File: src/rtl/cov_matrix_assembler_pkg.sv
// ---------------------------------------------------------------------------
// cov_matrix_assembler_pkg
//
// Shared definitions for the covariance-matrix assembler and the
// correlator-sequencing logic that feeds it.
//   N_ANT_DEFAULT : default antenna count (matrix dimension)
//   DW_DEFAULT    : default signed width of one real/imag correlation word
//   tri_count()   : number of words in the upper triangle incl. diagonal
//   state_t       : FSM encoding shared with the correlator sequencer
// ---------------------------------------------------------------------------
package cov_matrix_assembler_pkg;

    localparam int N_ANT_DEFAULT = 8;
    localparam int DW_DEFAULT    = 25;

    // Words in an n x n Hermitian upper triangle, diagonal included.
    function automatic int tri_count(input int n);
        return (n * (n + 1)) / 2;
    endfunction

    typedef enum logic {
        COLLECT = 1'b0,
        EMIT    = 1'b1
    } state_t;

endpackage

File: src/rtl/cov_matrix_assembler_if.sv
// ---------------------------------------------------------------------------
// cov_matrix_assembler_if
//
// Bundles the upstream correlation stream and the downstream matrix stream
// of the assembler.
//   i_valid / i_r / i_c / o_ready        : upstream triangle words
//   o_m_valid / o_m_r / o_m_c / o_m_last : downstream matrix elements
//   i_m_ready                            : downstream acceptance
//   o_busy                               : assembler holds a partial/full matrix
// Modports:
//   slave  : the assembler's view
//   master : the surrounding environment's view
// ---------------------------------------------------------------------------
interface cov_matrix_assembler_if #(
    parameter int DW = cov_matrix_assembler_pkg::DW_DEFAULT
) ();

    logic                 i_valid;
    logic signed [DW-1:0] i_r;
    logic signed [DW-1:0] i_c;
    logic                 o_ready;
    logic                 o_m_valid;
    logic signed [DW-1:0] o_m_r;
    logic signed [DW-1:0] o_m_c;
    logic                 o_m_last;
    logic                 i_m_ready;
    logic                 o_busy;

    modport slave (
        input  i_valid, i_r, i_c, i_m_ready,
        output o_ready, o_m_valid, o_m_r, o_m_c, o_m_last, o_busy
    );

    modport master (
        output i_valid, i_r, i_c, i_m_ready,
        input  o_ready, o_m_valid, o_m_r, o_m_c, o_m_last, o_busy
    );

endinterface

File: src/rtl/cov_matrix_assembler_tri_index.sv
// ---------------------------------------------------------------------------
// cov_tri_index
//
// Combinational mapping from a full-matrix position (row, col) to the
// row-major upper-triangle storage index, plus the conjugate select.
//   row, col : matrix coordinates, each in 0..N_ANT-1
//   idx      : triangle index of (min, max) of the coordinates
//   swap     : high below the diagonal, where the stored word must be
//              conjugated before it is emitted
// ---------------------------------------------------------------------------
module cov_tri_index
    import cov_matrix_assembler_pkg::*;
#(
    parameter int N_ANT = N_ANT_DEFAULT,
    localparam int NT = tri_count(N_ANT),
    localparam int RW = (N_ANT > 1) ? $clog2(N_ANT) : 1,
    localparam int IW = (NT > 1) ? $clog2(NT) : 1
) (
    input  logic [RW-1:0] row,
    input  logic [RW-1:0] col,
    output logic [IW-1:0] idx,
    output logic          swap
);

    int lo;
    int hi;
    int flat;

    // Below the diagonal the element is the mirror of (col, row), so the
    // smaller coordinate always selects the triangle row.
    always_comb begin
        swap = (col < row);
        lo   = swap ? int'(col) : int'(row);
        hi   = swap ? int'(row) : int'(col);
        flat = lo * N_ANT - (lo * (lo - 1)) / 2 + (hi - lo);
        idx  = IW'(flat);
    end

endmodule

File: src/rtl/cov_matrix_assembler.sv
// ---------------------------------------------------------------------------
// cov_matrix_assembler
//
// Collects the upper triangle of an N_ANT x N_ANT Hermitian covariance
// matrix (row-major, diagonal included) and then emits the full matrix
// row-major, conjugating the mirrored lower-triangle elements.
//   i_clk   : clock, rising edge
//   i_reset : asynchronous, active-low reset
//   bus     : cov_matrix_assembler_if.slave (upstream words, downstream
//             matrix elements, o_busy)
// ---------------------------------------------------------------------------
module cov_matrix_assembler
    import cov_matrix_assembler_pkg::*;
#(
    parameter int N_ANT = N_ANT_DEFAULT,
    parameter int DW    = DW_DEFAULT
) (
    input  logic                   i_clk,
    input  logic                   i_reset,
    cov_matrix_assembler_if.slave  bus
);

    localparam int NT = tri_count(N_ANT);
    localparam int RW = (N_ANT > 1) ? $clog2(N_ANT) : 1;
    localparam int IW = (NT > 1) ? $clog2(NT) : 1;

    localparam logic signed [DW-1:0] MIN_VAL = {1'b1, {(DW-1){1'b0}}};
    localparam logic signed [DW-1:0] MAX_VAL = {1'b0, {(DW-1){1'b1}}};

    state_t                state;
    state_t                next_state;
    logic [IW-1:0]         k;
    logic [RW-1:0]         row;
    logic [RW-1:0]         col;
    logic [2*DW-1:0]       tri_mem [NT];

    logic                  out_valid;
    logic                  out_last;
    logic signed [DW-1:0]  out_r;
    logic signed [DW-1:0]  out_c;

    logic                  ready;
    logic                  busy;
    logic                  accept;
    logic                  last_word;
    logic                  out_fire;
    logic                  load;
    logic                  load_last;

    logic [IW-1:0]         rd_idx;
    logic                  rd_swap;
    logic [2*DW-1:0]       rd_entry;
    logic signed [DW-1:0]  rd_r;
    logic signed [DW-1:0]  rd_c;
    logic signed [DW-1:0]  elem_c;

    assign accept    = bus.i_valid & ready;
    assign last_word = (k == IW'(NT - 1));
    assign out_fire  = out_valid & bus.i_m_ready;

    // A new element enters the output register on the first EMIT cycle and
    // after every accepted element except the final one.
    assign load      = (state == EMIT) & (~out_valid | (bus.i_m_ready & ~out_last));
    assign load_last = (row == RW'(N_ANT - 1)) & (col == RW'(N_ANT - 1));

    // FSM state register.
    always_ff @(posedge i_clk or negedge i_reset) begin
        if (!i_reset) begin
            state <= COLLECT;
        end else begin
            state <= next_state;
        end
    end

    // FSM next-state logic.
    always_comb begin
        next_state = state;
        case (state)
            COLLECT: if (accept && last_word) next_state = EMIT;
            EMIT:    if (out_fire && out_last) next_state = COLLECT;
            default: next_state = COLLECT;
        endcase
    end

    // FSM outputs.
    always_comb begin
        ready = 1'b0;
        case (state)
            COLLECT: ready = 1'b1;
            EMIT:    ready = 1'b0;
            default: ready = 1'b0;
        endcase
        busy = (state == EMIT) | (k != '0);
    end

    // Triangle write pointer; wraps to zero on the last word of a matrix.
    always_ff @(posedge i_clk or negedge i_reset) begin
        if (!i_reset) begin
            k <= '0;
        end else if (accept) begin
            k <= last_word ? '0 : k + IW'(1);
        end
    end

    // Triangle storage deliberately has no reset; it is always fully
    // rewritten before anything is read out.
    always_ff @(posedge i_clk) begin
        if (accept) begin
            tri_mem[k] <= {bus.i_r, bus.i_c};
        end
    end

    // (row, col) points at the next element to be loaded, so it is cleared
    // as soon as the final element has been loaded.
    always_ff @(posedge i_clk or negedge i_reset) begin
        if (!i_reset) begin
            row <= '0;
            col <= '0;
        end else if (load) begin
            if (load_last) begin
                row <= '0;
                col <= '0;
            end else if (col == RW'(N_ANT - 1)) begin
                col <= '0;
                row <= row + RW'(1);
            end else begin
                col <= col + RW'(1);
            end
        end
    end

    cov_tri_index #(
        .N_ANT (N_ANT)
    ) u_tri_index (
        .row  (row),
        .col  (col),
        .idx  (rd_idx),
        .swap (rd_swap)
    );

    // Read mux and conjugation; the only negative value without a positive
    // counterpart saturates to the largest positive value.
    always_comb begin
        rd_entry = tri_mem[rd_idx];
        rd_r     = rd_entry[2*DW-1:DW];
        rd_c     = rd_entry[DW-1:0];
        elem_c   = rd_c;
        if (rd_swap) begin
            elem_c = (rd_c == MIN_VAL) ? MAX_VAL : -rd_c;
        end
    end

    // Output register; holds while the downstream stalls.
    always_ff @(posedge i_clk or negedge i_reset) begin
        if (!i_reset) begin
            out_valid <= 1'b0;
            out_last  <= 1'b0;
            out_r     <= '0;
            out_c     <= '0;
        end else if (load) begin
            out_valid <= 1'b1;
            out_last  <= load_last;
            out_r     <= rd_r;
            out_c     <= elem_c;
        end else if (out_fire) begin
            out_valid <= 1'b0;
            out_last  <= 1'b0;
        end
    end

    assign bus.o_ready   = ready;
    assign bus.o_busy    = busy;
    assign bus.o_m_valid = out_valid;
    assign bus.o_m_last  = out_last;
    assign bus.o_m_r     = out_r;
    assign bus.o_m_c     = out_c;

endmodule

File: src/flat_wrapper.sv
// flat-port wrapper written by rule: the top's interface ports become plain ports
module cov_matrix_assembler_flat import cov_matrix_assembler_pkg::*;
#(
    parameter int N_ANT = N_ANT_DEFAULT,
    parameter int DW    = DW_DEFAULT
)
  (i_clk, i_reset, bus_i_valid, bus_i_r, bus_i_c, bus_i_m_ready, bus_o_ready, bus_o_m_valid, bus_o_m_r, bus_o_m_c, bus_o_m_last, bus_o_busy);
  cov_matrix_assembler_if #(.DW(DW)) bus_i ();
  input  logic i_clk;
  input  logic i_reset;
  input wire logic [$bits(bus_i.i_valid)-1:0] bus_i_valid;
  input wire logic [$bits(bus_i.i_r)-1:0] bus_i_r;
  input wire logic [$bits(bus_i.i_c)-1:0] bus_i_c;
  input wire logic [$bits(bus_i.i_m_ready)-1:0] bus_i_m_ready;
  output wire logic [$bits(bus_i.o_ready)-1:0] bus_o_ready;
  output wire logic [$bits(bus_i.o_m_valid)-1:0] bus_o_m_valid;
  output wire logic [$bits(bus_i.o_m_r)-1:0] bus_o_m_r;
  output wire logic [$bits(bus_i.o_m_c)-1:0] bus_o_m_c;
  output wire logic [$bits(bus_i.o_m_last)-1:0] bus_o_m_last;
  output wire logic [$bits(bus_i.o_busy)-1:0] bus_o_busy;
  assign bus_i.i_valid = bus_i_valid;
  assign bus_i.i_r = bus_i_r;
  assign bus_i.i_c = bus_i_c;
  assign bus_i.i_m_ready = bus_i_m_ready;
  assign bus_o_ready = bus_i.o_ready;
  assign bus_o_m_valid = bus_i.o_m_valid;
  assign bus_o_m_r = bus_i.o_m_r;
  assign bus_o_m_c = bus_i.o_m_c;
  assign bus_o_m_last = bus_i.o_m_last;
  assign bus_o_busy = bus_i.o_busy;
  cov_matrix_assembler #(.N_ANT(N_ANT), .DW(DW)) u_core (.i_clk(i_clk), .i_reset(i_reset), .bus(bus_i));
endmodule
File: config.mk
export PLATFORM = sky130hd
export DESIGN_NAME = cov_matrix_assembler_flat
export DESIGN_NICKNAME = d
export VERILOG_FILES = /design/src/rtl/cov_matrix_assembler_pkg.sv /design/src/rtl/cov_matrix_assembler_if.sv /design/src/rtl/cov_matrix_assembler_tri_index.sv /design/src/rtl/cov_matrix_assembler.sv /design/src/flat_wrapper.sv
export SDC_FILE = /design/constraint.sdc
export NUM_CORES = 2
export LEC_CHECK = 0
export CAP_MARGIN = 20
export CORE_MARGIN = 4
export CORE_UTILIZATION = 25
export CTS_BUF_LIST = sky130_fd_sc_hd__clkbuf_4 sky130_fd_sc_hd__clkbuf_8 sky130_fd_sc_hd__clkbuf_16
export CTS_CLUSTER_SIZE = 30
export DETAILED_ROUTE_END_ITERATION = 8
export HOLD_SLACK_MARGIN = 0.15
export PLACE_DENSITY_LB_ADDON = 0.2
export SYNTH_ARGS = -nofsm -noshare
export SYNTH_HDL_FRONTEND = slang
export SYNTH_SLANG_ARGS = --single-unit
File: constraint.sdc
create_clock -name i_clk -period 7.63 [get_ports i_clk]
set_input_delay 0.763 -clock i_clk [delete_from_list [all_inputs] [get_ports i_clk]]
set_output_delay 0.763 -clock i_clk [all_outputs]
set_load 0.1 [all_outputs]
==> metrics.csv <==
metric;value;unit
status;finished, final reports clean;
drive_gt1_share;29.7;%
clockBufferDepth;4;
synth.top_cell.area_share;74.7;%
postSynthCellCount;3261;
rows;197;
cts_tree;built;
cp-start-kind;register;
ios;108;
die-area;298000;sq um
synth.area.mux_share;17.0;%
finalHoldViolCount;0;
critPathKind;register to register;
yosys_warnings;0;
wl_per_cell;27.5;microns
synth_compound_area_share;1.82;%
grt_antenna_before_repair;18;
skew;0.0697;ns
grt_pass1_wl;288;mm
rsz0062_at_grt;false;
synth_area;72300;sq um
ys_seq_area_share;77.0;%
track_usage;13.5;%
gp_congestion;0.768;
crit_required;8.39;ns
synth_area_leaders;edfxtp_1 (75%), mux4_2 (16%), dfrtp_1 (2.2%), nand2_1 (0.88%), mux2i_1 (0.66%);
cts_sinks;1865;
drt_iter0_drc;3331;
worstMarginPinSlew;1.12;ns
finalMaxSlewViolations;0;
via_per_inst;4.62;
first_global_vias;35860;
antenna_left;0;
design.core.area;288000;sq um
async_reset_ff_share;3.49;%
synth_xor_area_share;0.382;%
dpl.hpwl;115;mm
grt_max_degree;92;
maxCapViolCount;0;
maxSlewHeadroom;25.1;%
die_w;546;microns
finalSetupViolations;0;
remaining_drc_errors;0;
synth-main-ff-cell;edfxtp_1;
clock-root-buffer;clkbuf_16;
synth_area_leader_cell;edfxtp_1;
worst_setup_path_end_kind;register;
ctsHtreeMaxLevel;4;
synth_fa_ha_area_share;0.429;%
clock_latency;0.88;ns
firstDrtPassIters;7;
tns;0;ns
avgSynthCellArea;22.2;sq um
vias;34801;
path_clk_slew;0.06;ns
hp-class;input port to asynchronous set/reset pin;
nets;3662;
die_y;546;microns
cts_made_buffers;205;
ys_types;69;
synth_top_cells_by_count;edfxtp_1 (1800), mux4_2 (517), nand2_1 (170);
synth_top_family_by_area;multiplexers;
gr-total-overflow;0;
portBuffers;107;
drt_wl_total;207;mm
synth_seq_cells;1865;
syn_nets;3338;
synth_most_common_cell;edfxtp_1;
worstPathMaxFanout;42;
fmax;0.140;GHz
synth-edff-count;1800;
cp.arrival;7.93;ns
min_period;7.17;ns
synth_simple_gate_area_share;2.26;%
initial_utilization;25.1;%
min_period_over_period;93.9;%
syn_to_final_growth;19.3;%
layer usage:
metal / global-route usage [%] / vias up / part of all wire, %
met5: 0 / - / 0.0063
met4: 3.80 / 2 / 2.8
met3: 2.40 / 309 / 5.7
met2: 21.6 / 1024 / 47
met1: 19.0 / 19082 / 44
li1: - / 14384 / -
through the flow:
step	hold WS [ns]	util, %	setup WS, ns	instances	cell area [sq um]
6_report	0.467	30.0	0.464	7531	86300
5_1_grt	0.479	30.0	0.0383	7528	86300
4_1_cts	0.447	29.7	0.352	7486	85600
3_5_place_dp	0.474	27.4	0.386	7117	79100
3_3_place_gp	0.469	27.4	0.451	7107	78900
2_1_floorplan	0.467	-	0.578	3261	72300
critical path: stages, from the launching register on:
cell and delay [ns]:
dfrtp_1 0.45, inv_1 0.11, ha_1 0.34, and2b_1 0.19, o22a_1 0.32, buf_4 0.33, nor2_1 0.06, a21oi_1 0.22
nor2_1 0.08, xnor2_1 0.13, ha_1 0.31, fa_4 0.47, inv_1 0.11, ha_4 0.35, buf_12 0.25, buf_12 0.31
mux4_2 0.37, a31oi_1 0.25, o21ai_0 0.12, o22ai_1 0.52, o211ai_1 0.18, mux2i_1 0.32, o21ai_1 0.26, nor4_4 0.41
a21o_1 0.38, o32a_1 0.22
logic make-up after synthesis:
kind of cell	Yosys count
xor gates and xnor gates	28
muxes	575
and+or+nand+nor	365
adders and majority gates	23
DFF	1865
other	1
AOI/OAI and AO/OA	217
buffers and inverters	187
cells in the final DEF (no fill, tap or decap), types with 6 or more instances in the layout:
cell type / n
a31oi_1: 9
clkbuf_16: 217
o22ai_1: 10
clkbuf_8: 10
nand4_1: 7
mux4_2: 517
nor2_1: 54
clkinv_2: 32
nand2_1: 169
clkdlybuf4s50_1: 103
dfrtp_1: 65
xor2_1: 14
buf_12: 18
a32oi_1: 12
bufinv_16: 9
nand3_1: 41
mux2i_1: 47
xnor2_1: 10
ha_1: 18
buf_8: 10
nor3_1: 8
o21ai_0: 53
nor2_4: 31
a21oi_1: 87
clkinvlp_4: 6
clkbuf_4: 60
buf_16: 15
or3_1: 9
a21oi_2: 7
and3_1: 6
buf_4: 128
a22oi_1: 6
edfxtp_1: 1800
inv_1: 12
o22a_1: 7
clkinv_1: 36
or2_2: 6
final cells by class:
type / count / area, sq um
Fill cell: 27782 / 202000
Clock inverter: 91 / 712
Clock buffer: 277 / 5770
Multi-Input combinational cell: 1209 / 16200
Antenna cell: 4 / 10.0
Tap cell: 3781 / 4730
Inverter: 17 / 68.8
Sequential cell: 1865 / 55700
Timing Repair Buffer: 287 / 3190
final timing paths:
kind	start	endpoint	slack, ns	cells after the start
setup / recovery	u_core.row[1]	u_core.bus.o_m_c[21]	0.46	25
hold / removal	i_reset	u_core.bus.o_m_r[24]	0.47	2
setup reg to reg	u_core.row[1]	u_core.bus.o_m_c[21]	0.46	25
hold reg to reg	u_core.bus.o_m_r[13]	u_core.bus.o_m_r[13]	0.48	2
max in group asynchronous	i_reset	u_core.bus.o_m_valid	5.95	3
min in group i_clk	u_core.bus.o_m_r[13]	u_core.bus.o_m_r[13]	0.48	2
sequential cells by signal, indices dropped and copies added (netlist names):
| register | cells |
|---|---|
| u_core.tri_mem | 1800 |
| u_core.bus.o_m_c | 25 |
| u_core.bus.o_m_last | 1 |
| u_core.bus.o_m_r | 25 |
| u_core.bus.o_m_valid | 1 |
| u_core.row | 3 |
| u_core.k | 6 |
| u_core.state | 1 |
| u_core.col | 3 |
repair_timing:
action                                 4_1_cts  5_1_grt
setup endpoints to repair                    0       23
setup buffers                                0       14
hold buffers                                 1        0
resized for setup                            0        5
endpoints found under the hold margin       23        0
Power is not shown: default switching activity piles up to over one toggle a cycle in this logic, so the estimate is an artifact.
